$ cat src/rtl/addseq_ctrl.sv
// Multi-precision add/subtract sequencer: feeds one 16-bit limb per clock to an
// external fulladd16 slice, LSB limb first, rippling the carry through r_carry.
module addseq_ctrl #(
  parameter int WORDS = 4,
  parameter int IDXW  = 2
) (
  input  logic                  clk,
  input  logic                  rst_n,
  input  logic                  start,
  input  logic                  op_sub,
  input  logic                  c_in,
  input  logic [16*WORDS-1:0]   a_in,
  input  logic [16*WORDS-1:0]   b_in,
  output logic                  ready,
  output logic                  busy,
  output logic                  done,
  output logic [16*WORDS-1:0]   sum_out,
  output logic                  c_out,
  output logic                  ovf,
  output logic [15:0]           add_a,
  output logic [15:0]           add_b,
  output logic                  add_cin,
  input  logic [15:0]           add_sum,
  input  logic                  add_cout
);

  localparam int W = 16 * WORDS;
  localparam logic [IDXW-1:0] LAST_IDX = IDXW'(WORDS - 1);

  typedef enum logic [1:0] {
    S_IDLE = 2'd0,
    S_RUN  = 2'd1,
    S_DONE = 2'd2
  } state_t;

  state_t            r_state;
  state_t            w_next;
  logic [W-1:0]      r_a;
  logic [W-1:0]      r_b;
  logic [W-1:0]      r_sum;
  logic [IDXW-1:0]   r_idx;
  logic              r_carry;
  logic              r_cout;
  logic              r_ovf;
  logic              w_accept;
  logic              w_last;
  logic [IDXW+3:0]   w_base;

  assign w_accept = start && ((r_state == S_IDLE) || (r_state == S_DONE));
  assign w_last   = (r_idx == LAST_IDX);
  assign w_base   = {r_idx, 4'd0};
  assign sum_out  = r_sum;
  assign c_out    = r_cout;
  assign ovf      = r_ovf;

  // State register
  always_ff @(posedge clk or negedge rst_n) begin
    if (!rst_n) begin
      r_state <= S_IDLE;
    end else begin
      r_state <= w_next;
    end
  end

  // Next-state logic
  always_comb begin
    w_next = r_state;
    case (r_state)
      S_IDLE: begin
        if (start) w_next = S_RUN;
        else       w_next = S_IDLE;
      end
      S_RUN: begin
        if (w_last) w_next = S_DONE;
        else        w_next = S_RUN;
      end
      S_DONE: begin
        if (start) w_next = S_RUN;
        else       w_next = S_IDLE;
      end
      default: w_next = S_IDLE;
    endcase
  end

  // Handshake outputs decoded from the state register
  always_comb begin
    ready = 1'b0;
    busy  = 1'b0;
    done  = 1'b0;
    case (r_state)
      S_IDLE: ready = 1'b1;
      S_RUN:  busy  = 1'b1;
      S_DONE: begin
        ready = 1'b1;
        done  = 1'b1;
      end
      default: ready = 1'b0;
    endcase
  end

  // Adder drive: current limb while running, quiet zeros otherwise
  always_comb begin
    add_a   = 16'd0;
    add_b   = 16'd0;
    add_cin = 1'b0;
    if (r_state == S_RUN) begin
      add_a   = r_a[w_base +: 16];
      add_b   = r_b[w_base +: 16];
      add_cin = r_carry;
    end else begin
      add_a   = 16'd0;
      add_b   = 16'd0;
      add_cin = 1'b0;
    end
  end

  // Operand latch, limb capture, carry ripple and final flags
  always_ff @(posedge clk or negedge rst_n) begin
    if (!rst_n) begin
      r_a     <= {W{1'b0}};
      r_b     <= {W{1'b0}};
      r_sum   <= {W{1'b0}};
      r_idx   <= {IDXW{1'b0}};
      r_carry <= 1'b0;
      r_cout  <= 1'b0;
      r_ovf   <= 1'b0;
    end else if (w_accept) begin
      // Subtraction is a + ~b + 1, so B is stored inverted and carry seeded with 1.
      r_a     <= a_in;
      r_b     <= op_sub ? ~b_in : b_in;
      r_idx   <= {IDXW{1'b0}};
      r_carry <= op_sub ? 1'b1 : c_in;
    end else if (r_state == S_RUN) begin
      r_sum[w_base +: 16] <= add_sum;
      if (w_last) begin
        r_cout <= add_cout;
        r_ovf  <= (r_a[W-1] == r_b[W-1]) && (add_sum[15] != r_a[W-1]);
      end else begin
        r_carry <= add_cout;
        r_idx   <= r_idx + {{(IDXW-1){1'b0}}, 1'b1};
      end
    end
  end

endmodule

$ cat config.mk
export PLATFORM = sky130hd
export DESIGN_NAME = addseq_ctrl
export DESIGN_NICKNAME = d
export VERILOG_FILES = /design/src/rtl/addseq_ctrl.sv
export SDC_FILE = /design/constraint.sdc
export NUM_CORES = 1
export LEC_CHECK = 0
export ABC_AREA = 1
export CAP_MARGIN = 15
export CORE_MARGIN = 3
export CORE_UTILIZATION = 45
export DETAILED_ROUTE_END_ITERATION = 6
export PLACE_DENSITY = 0.87
export RECOVER_POWER = 50
export SLEW_MARGIN = 20
export SYNTH_ARGS = -nofsm -noshare
export SYNTH_HDL_FRONTEND = slang
export SYNTH_SLANG_ARGS = --single-unit
$ cat constraint.sdc
create_clock -name clk -period 1.81 [get_ports clk]
set_input_delay 0.362 -clock clk [delete_from_list [all_inputs] [get_ports clk]]
set_output_delay 0.362 -clock clk [all_outputs]
set_load 0.01 [all_outputs]
### Yosys cells after proc, flatten, opt, wreduce, memory -nomap -nowiden

Cells that the tools add are included.

* bits in registers: 199
* latch bits: 0
* memory bits (writable): 0
* ROM bits: 0
* word-level logic and storage cells: 49
* memories kept: 0

* add/subtract/negate cells: 2
* multiply operators: 0
* div/mod/pow operators: 0
* $lt $le $gt $ge: 0
* equal/unequal tests: 6
* shift-type cells: 4
* muxes and demuxes: 18
* bitwise operators: 2
* reductions and logical operators: 9

Operator list (count)
* $shiftx A64 B7 Y16: 2
* $bwmux W64: 1
* $mux W64: 1
* $not A64 Y64: 1
* $shift A16 B8 Y64 const A: 1
* $shiftx A16 B8 Y64: 1
* $mux W16: 2
* $mux W1: 9
* $mux W2: 4
* $neg A6 Y8: 1
* $eq A2 B2 Y1 const B: 2
* $pmux W2 S2: 1
* $reduce_and A2 Y1: 2
* $reduce_and A3 Y1: 1
* $add A2 B1 Y2 const B: 1
* $eq A2 B1 Y1 const B: 1
* $logic_and A1 B1 Y1: 2
* $logic_not A2 Y1: 1
* $ne A2 B2 Y1 const B: 1
* $reduce_bool A2 Y1: 1
* $reduce_or A2 Y1: 1
* $eq A1 B1 Y1: 1
* $logic_or A1 B1 Y1: 1
* $ne A1 B1 Y1: 1
* $not A1 Y1: 1

### Logic depth before layout (Yosys ltp)

* depth in word-level cells: 5
* mapped depth: 10
* gate-level depth less buffers: 7

### Worst setup path before layout

OpenSTA, ideal clock, no wires.

* path type: register to register
* start: register r_idx[1]
* end: register r_sum[55], in the netlist sum_out[55]
* arrival: 1.890 ns
* path slack: -0.145 ns
* stages on the path, launching flop included: 10
* buffers on the path: 3
* clock period less this slack: 1.955 ns
* cell sequence: dfrtp_1 -> clkbuf_1 -> inv_1 -> buf_2 -> ha_1 -> or2_2 -> nor2_4 -> buf_6 -> nand2_1 -> nand2_1

* cells in the longest elaborated chain, start to end: 3
* elaborated cells on any way between the ends: 4
* classes of those cells: add/sub: 1; shift: 2; mux: 1

Ends and longest elaborated chain
* from (decl): RTL line 41 `logic [IDXW-1:0] r_idx;`
* from (signal assigned): RTL line 123 `r_idx <= {IDXW{1'b0}};`
* from (signal assigned): RTL line 131 `r_idx <= {IDXW{1'b0}};`
* from (signal assigned): RTL line 140 `r_idx <= r_idx + {{(IDXW-1){1'b0}}, 1'b1};`
* $neg A6 Y8 (*): RTL line 134 `r_sum[w_base +: 16] <= add_sum;`
* $shiftx A16 B8 Y64 / $shift A16 B8 Y64 (equally long branches): RTL line 134
* $bwmux W64 (*): RTL line 134
* to (signal assigned): RTL line 122 `r_sum <= {W{1'b0}};`
* to (signal, indexed assignment): RTL line 134
* to (decl): RTL line 40 `logic [W-1:0] r_sum;`

Every way passes the cells marked *; elsewhere a longest branch is shown, timed or not.
A chain may end at the register's enable or synchronous reset.

### Final worst setup path

* start: register r_idx[0]
* end: output add_b[4]

* cells in the longest elaborated chain, start to end: 2

Ends and longest elaborated chain
* $shiftx A64 B7 Y16: RTL line 108 `add_b = r_b[w_base +: 16];`
* $mux W16: RTL line 106 `if (r_state == S_RUN) begin`
* to (decl): RTL line 21 `output logic [15:0] add_b,`

Every way passes these cells.

==> flow_summary.toml <==
[clock_network]
clk_path_buf_depth = 2
cts_buffers = 17
tritoncts = "done"
cts-root-buf = "clkbuf_16"
worstSkewPairLatency_ps = 440
cts.htree.levels = 4
cts_sinks = 199
clk_pin_slew_ps = 80

[die]
die_area_um2 = 23600
die_y_um = 153
ios = 252
coreArea_um2 = 21200
rows = 53
start_util = 0.461
die_x_um = 153

[grt]
gr-total-overflow = 0
groute.usage.overall = 0.247
first_global_vias = 8958
grt_start_max_net_pins = 56
grt_pass1_wl_um = 46400
antenna_found_initial = 0

[setup_path]
crit_required_ps = 1450
rr_startpoint = "r_state[0]"
reg2reg_to = "r_b[55]"
path_delay_family = "buffers and inverters"
path_cells = "buf_12 -> buf_16 -> nand2_1 -> nand3_2 -> a21oi_4 -> buf_2"
ff2ff_path_depth = 6
start_kind = "flip-flop"
endpoint_kind = "output pin"
slowest_stage = "dfrtp_2"
arrival_ps = 1770
critical_path_buf_inv_count = 3
rrSetupSlack_ps = -270
crit_type = "reg -> out"
slowest_delay_ps = 470
worstPathMaxFanout = 8

[drt]
vias = 9332
wl_um = 30500
avgViaCountPerCell = 5.23
drtIter0Drc = 804
drc_errors = 0
wl_per_cell_um = 17.1
ant_nets = 0
firstDrtPassIters = 6

[cells_and_area]
syn_to_final_growth_pct = 43.4
stdcell_count = 1784
drive_above_1_share = 0.147
fin_area_um2 = 14000
final_nets = 1651
fin_util = 0.661
antennaDiodeCount = 0

[logic_synthesis]
synth_top_cell_by_area = "dfrtp_1"
synth_cell_type_count = 23
netlist_area_um2 = 9790
syn_area_per_cell_um2 = 7.87
synth.top_cell.area_share = 0.509
synth.area.top_cells = "dfrtp_1 (51%), nand2_1 (17%), o21ai_0 (6.5%), inv_1 (5.8%), xnor2_1 (5.7%)"
postSynthCellCount = 1243
synth-seq-area-share = 0.509
synth_compound_area_frac = 0.0910
synth_adder_area_share = 0.00639
syn-num-nets = 1398
synth-xor-area-share = 0.0573
synth_top_family_by_area = "simple AND/OR/NAND/NOR gates"
ys.warnings.count = 0
synth-seq-cells = 199
yosys.area_share.simple = 0.236
synth_mux_area_frac = 0

[power_and_ir_drop]
p_leak_nw = 6.74
p_per_area_nw_per_um2 = 1750
fin_total_pwr_w = 0.0246
vdd_drop_max_mv = 1.04

[placed_design]
hpwl_um = 20900
dp.cells = 1740
dpl-instance-area_um2 = 12900
numPortBuffers = 251
gp_congestion = 0.906

[worst_hold_path]
hold_path_class = "in -> reg"
min_to = "r_b[19]"
holdPathStages = 3
worstHoldStart = "op_sub"

[run_status]
status = "complete, but fails checks"
failed_checks = "setup timing"

[timing]
slew-limit-headroom = 0.456
worst_slack_ps = -319
min_period_ps = 2130
slew_viol_final = 0
fin_hold_ws_ps = 428
rsz0062_at_grt = "yes"
hold_viol_final = 0
worstMarginPinSlew_ps = 816
finalClockSkew_ps = 17.2
setup_viol = 84
fmaxAchievable_mhz = 470
finalCritPeriodShare = 1.18

[flow_run]
cap_viol_max_count = 0
## how the worst max path moves through the flow
stage / from / end / depth (start not counted)
2_1_floorplan: r_idx[0] / sum_out[53] / 9
3_3_place_gp: r_idx[0] / add_b[11] / 6
3_5_place_dp: r_idx[0] / add_b[11] / 6
4_1_cts: r_idx[0] / add_a[12] / 6
5_1_grt: r_idx[0] / add_b[4] / 6
6_report: r_idx[0] / add_b[4] / 6
## worst register-to-register path, stage by stage (launching register included)
cell and delay [ps]:
dfrtp_1 390, buf_4 160, inv_4 90, nand2_4 80, clkbuf_2 490, buf_4 410
o21ai_0 340
## cell families (layout without fill, tap and decap cells)
family / count (synthesis) / count (layout)
buf+inv: 229 / 495
xor+xnor: 64 / 64
compound gates: 178 / 178
fa+ha+maj: 5 / 5
flops: 199 / 199
simple gates: 568 / 568
## cell type report
class | instances | area, um2
clock buffer | 17 | 425
clock inverter | 15 | 190
fill | 1628 | 7190
inverter | 155 | 594
multi-input combinational | 815 | 4270
sequential | 199 | 4980
tap | 275 | 344
timing repair buffer | 308 | 3230
## what timing repair did
item / CTS / global route
endpoints found under the setup margin: 84 / 98
buffers inserted: 6 / 0
resized for setup: 159 / 92
cloned: 3 / 2
hold endpoints to repair: 49 / 0
hold buffers: 1 / 0
pin swaps: 18 / 36
## cell usage after synthesis
cell and count:
nor2_1 22, nand2_2 2, xnor2_1 64, nand2_1 452, nor2_4 2, nand3_2 1, inv_2 3, buf_4 8
buf_1 5, clkbuf_4 3, nor2_8 2, dfrtp_1 199, buf_2 33, o21ai_0 128, clkbuf_1 20, ha_1 5
nand3_1 84, or2_2 1, buf_6 5, inv_1 152, a21oi_1 32, nand2_4 2, o21ai_1 18
## power by group
| part | internal (W) | switching [W] | total, W |
|---|---|---|---|
| Sequential | 0.00651 | 0.00105 | 0.00756 |
| Combinational | 0.00568 | 0.00748 | 0.0132 |
| Clock | 0.00191 | 0.00200 | 0.00390 |
| Total | 0.0141 | 0.0105 | 0.0246 |
## cell usage in the layout (no fill, tap or decap), drive strengths merged
master and instances:
xnor2 64, ha 5, clkdlybuf4s50 213, dlygate4sd2 2
buf 69, or2 1, dfrtp 199, a21oi 32
nand2 456, clkbuf 32, clkinvlp 2, o21ai 146
nand3 85, clkdlybuf4s15 8, nor2 26, clkinv 6
inv 162, dlygate4sd3 1
## flip-flops by register name, summed over array words and instances, names as in the netlist
| register | flops |
|---|---|
| c_out | 1 |
| ovf | 1 |
| r_a | 64 |
| r_b | 64 |
| r_carry | 1 |
| r_idx | 2 |
| r_state | 2 |
| sum_out | 64 |
## per-layer routing
| metal | vias up | part of all wire | global-route usage |
|---|---|---|---|
| met3 | 73 | 0.097 | 0.0546 |
| met4 | 0 | 0.031 | 0.0715 |
| met5 | - | 0 | 0 |
| li1 | 4313 | - | - |
| met1 | 4372 | 0.38 | 0.318 |
| met2 | 574 | 0.49 | 0.422 |
## stage by stage
stage	worst slack, ps	TNS, ps
after floorplan	5.46	0
after global placement	-262	-5990
after detailed placement	-321	-8750
after CTS	-288	-9460
after global routing	-374	-21710
final	-319	-10150
(Power assumes the default switching activity.)
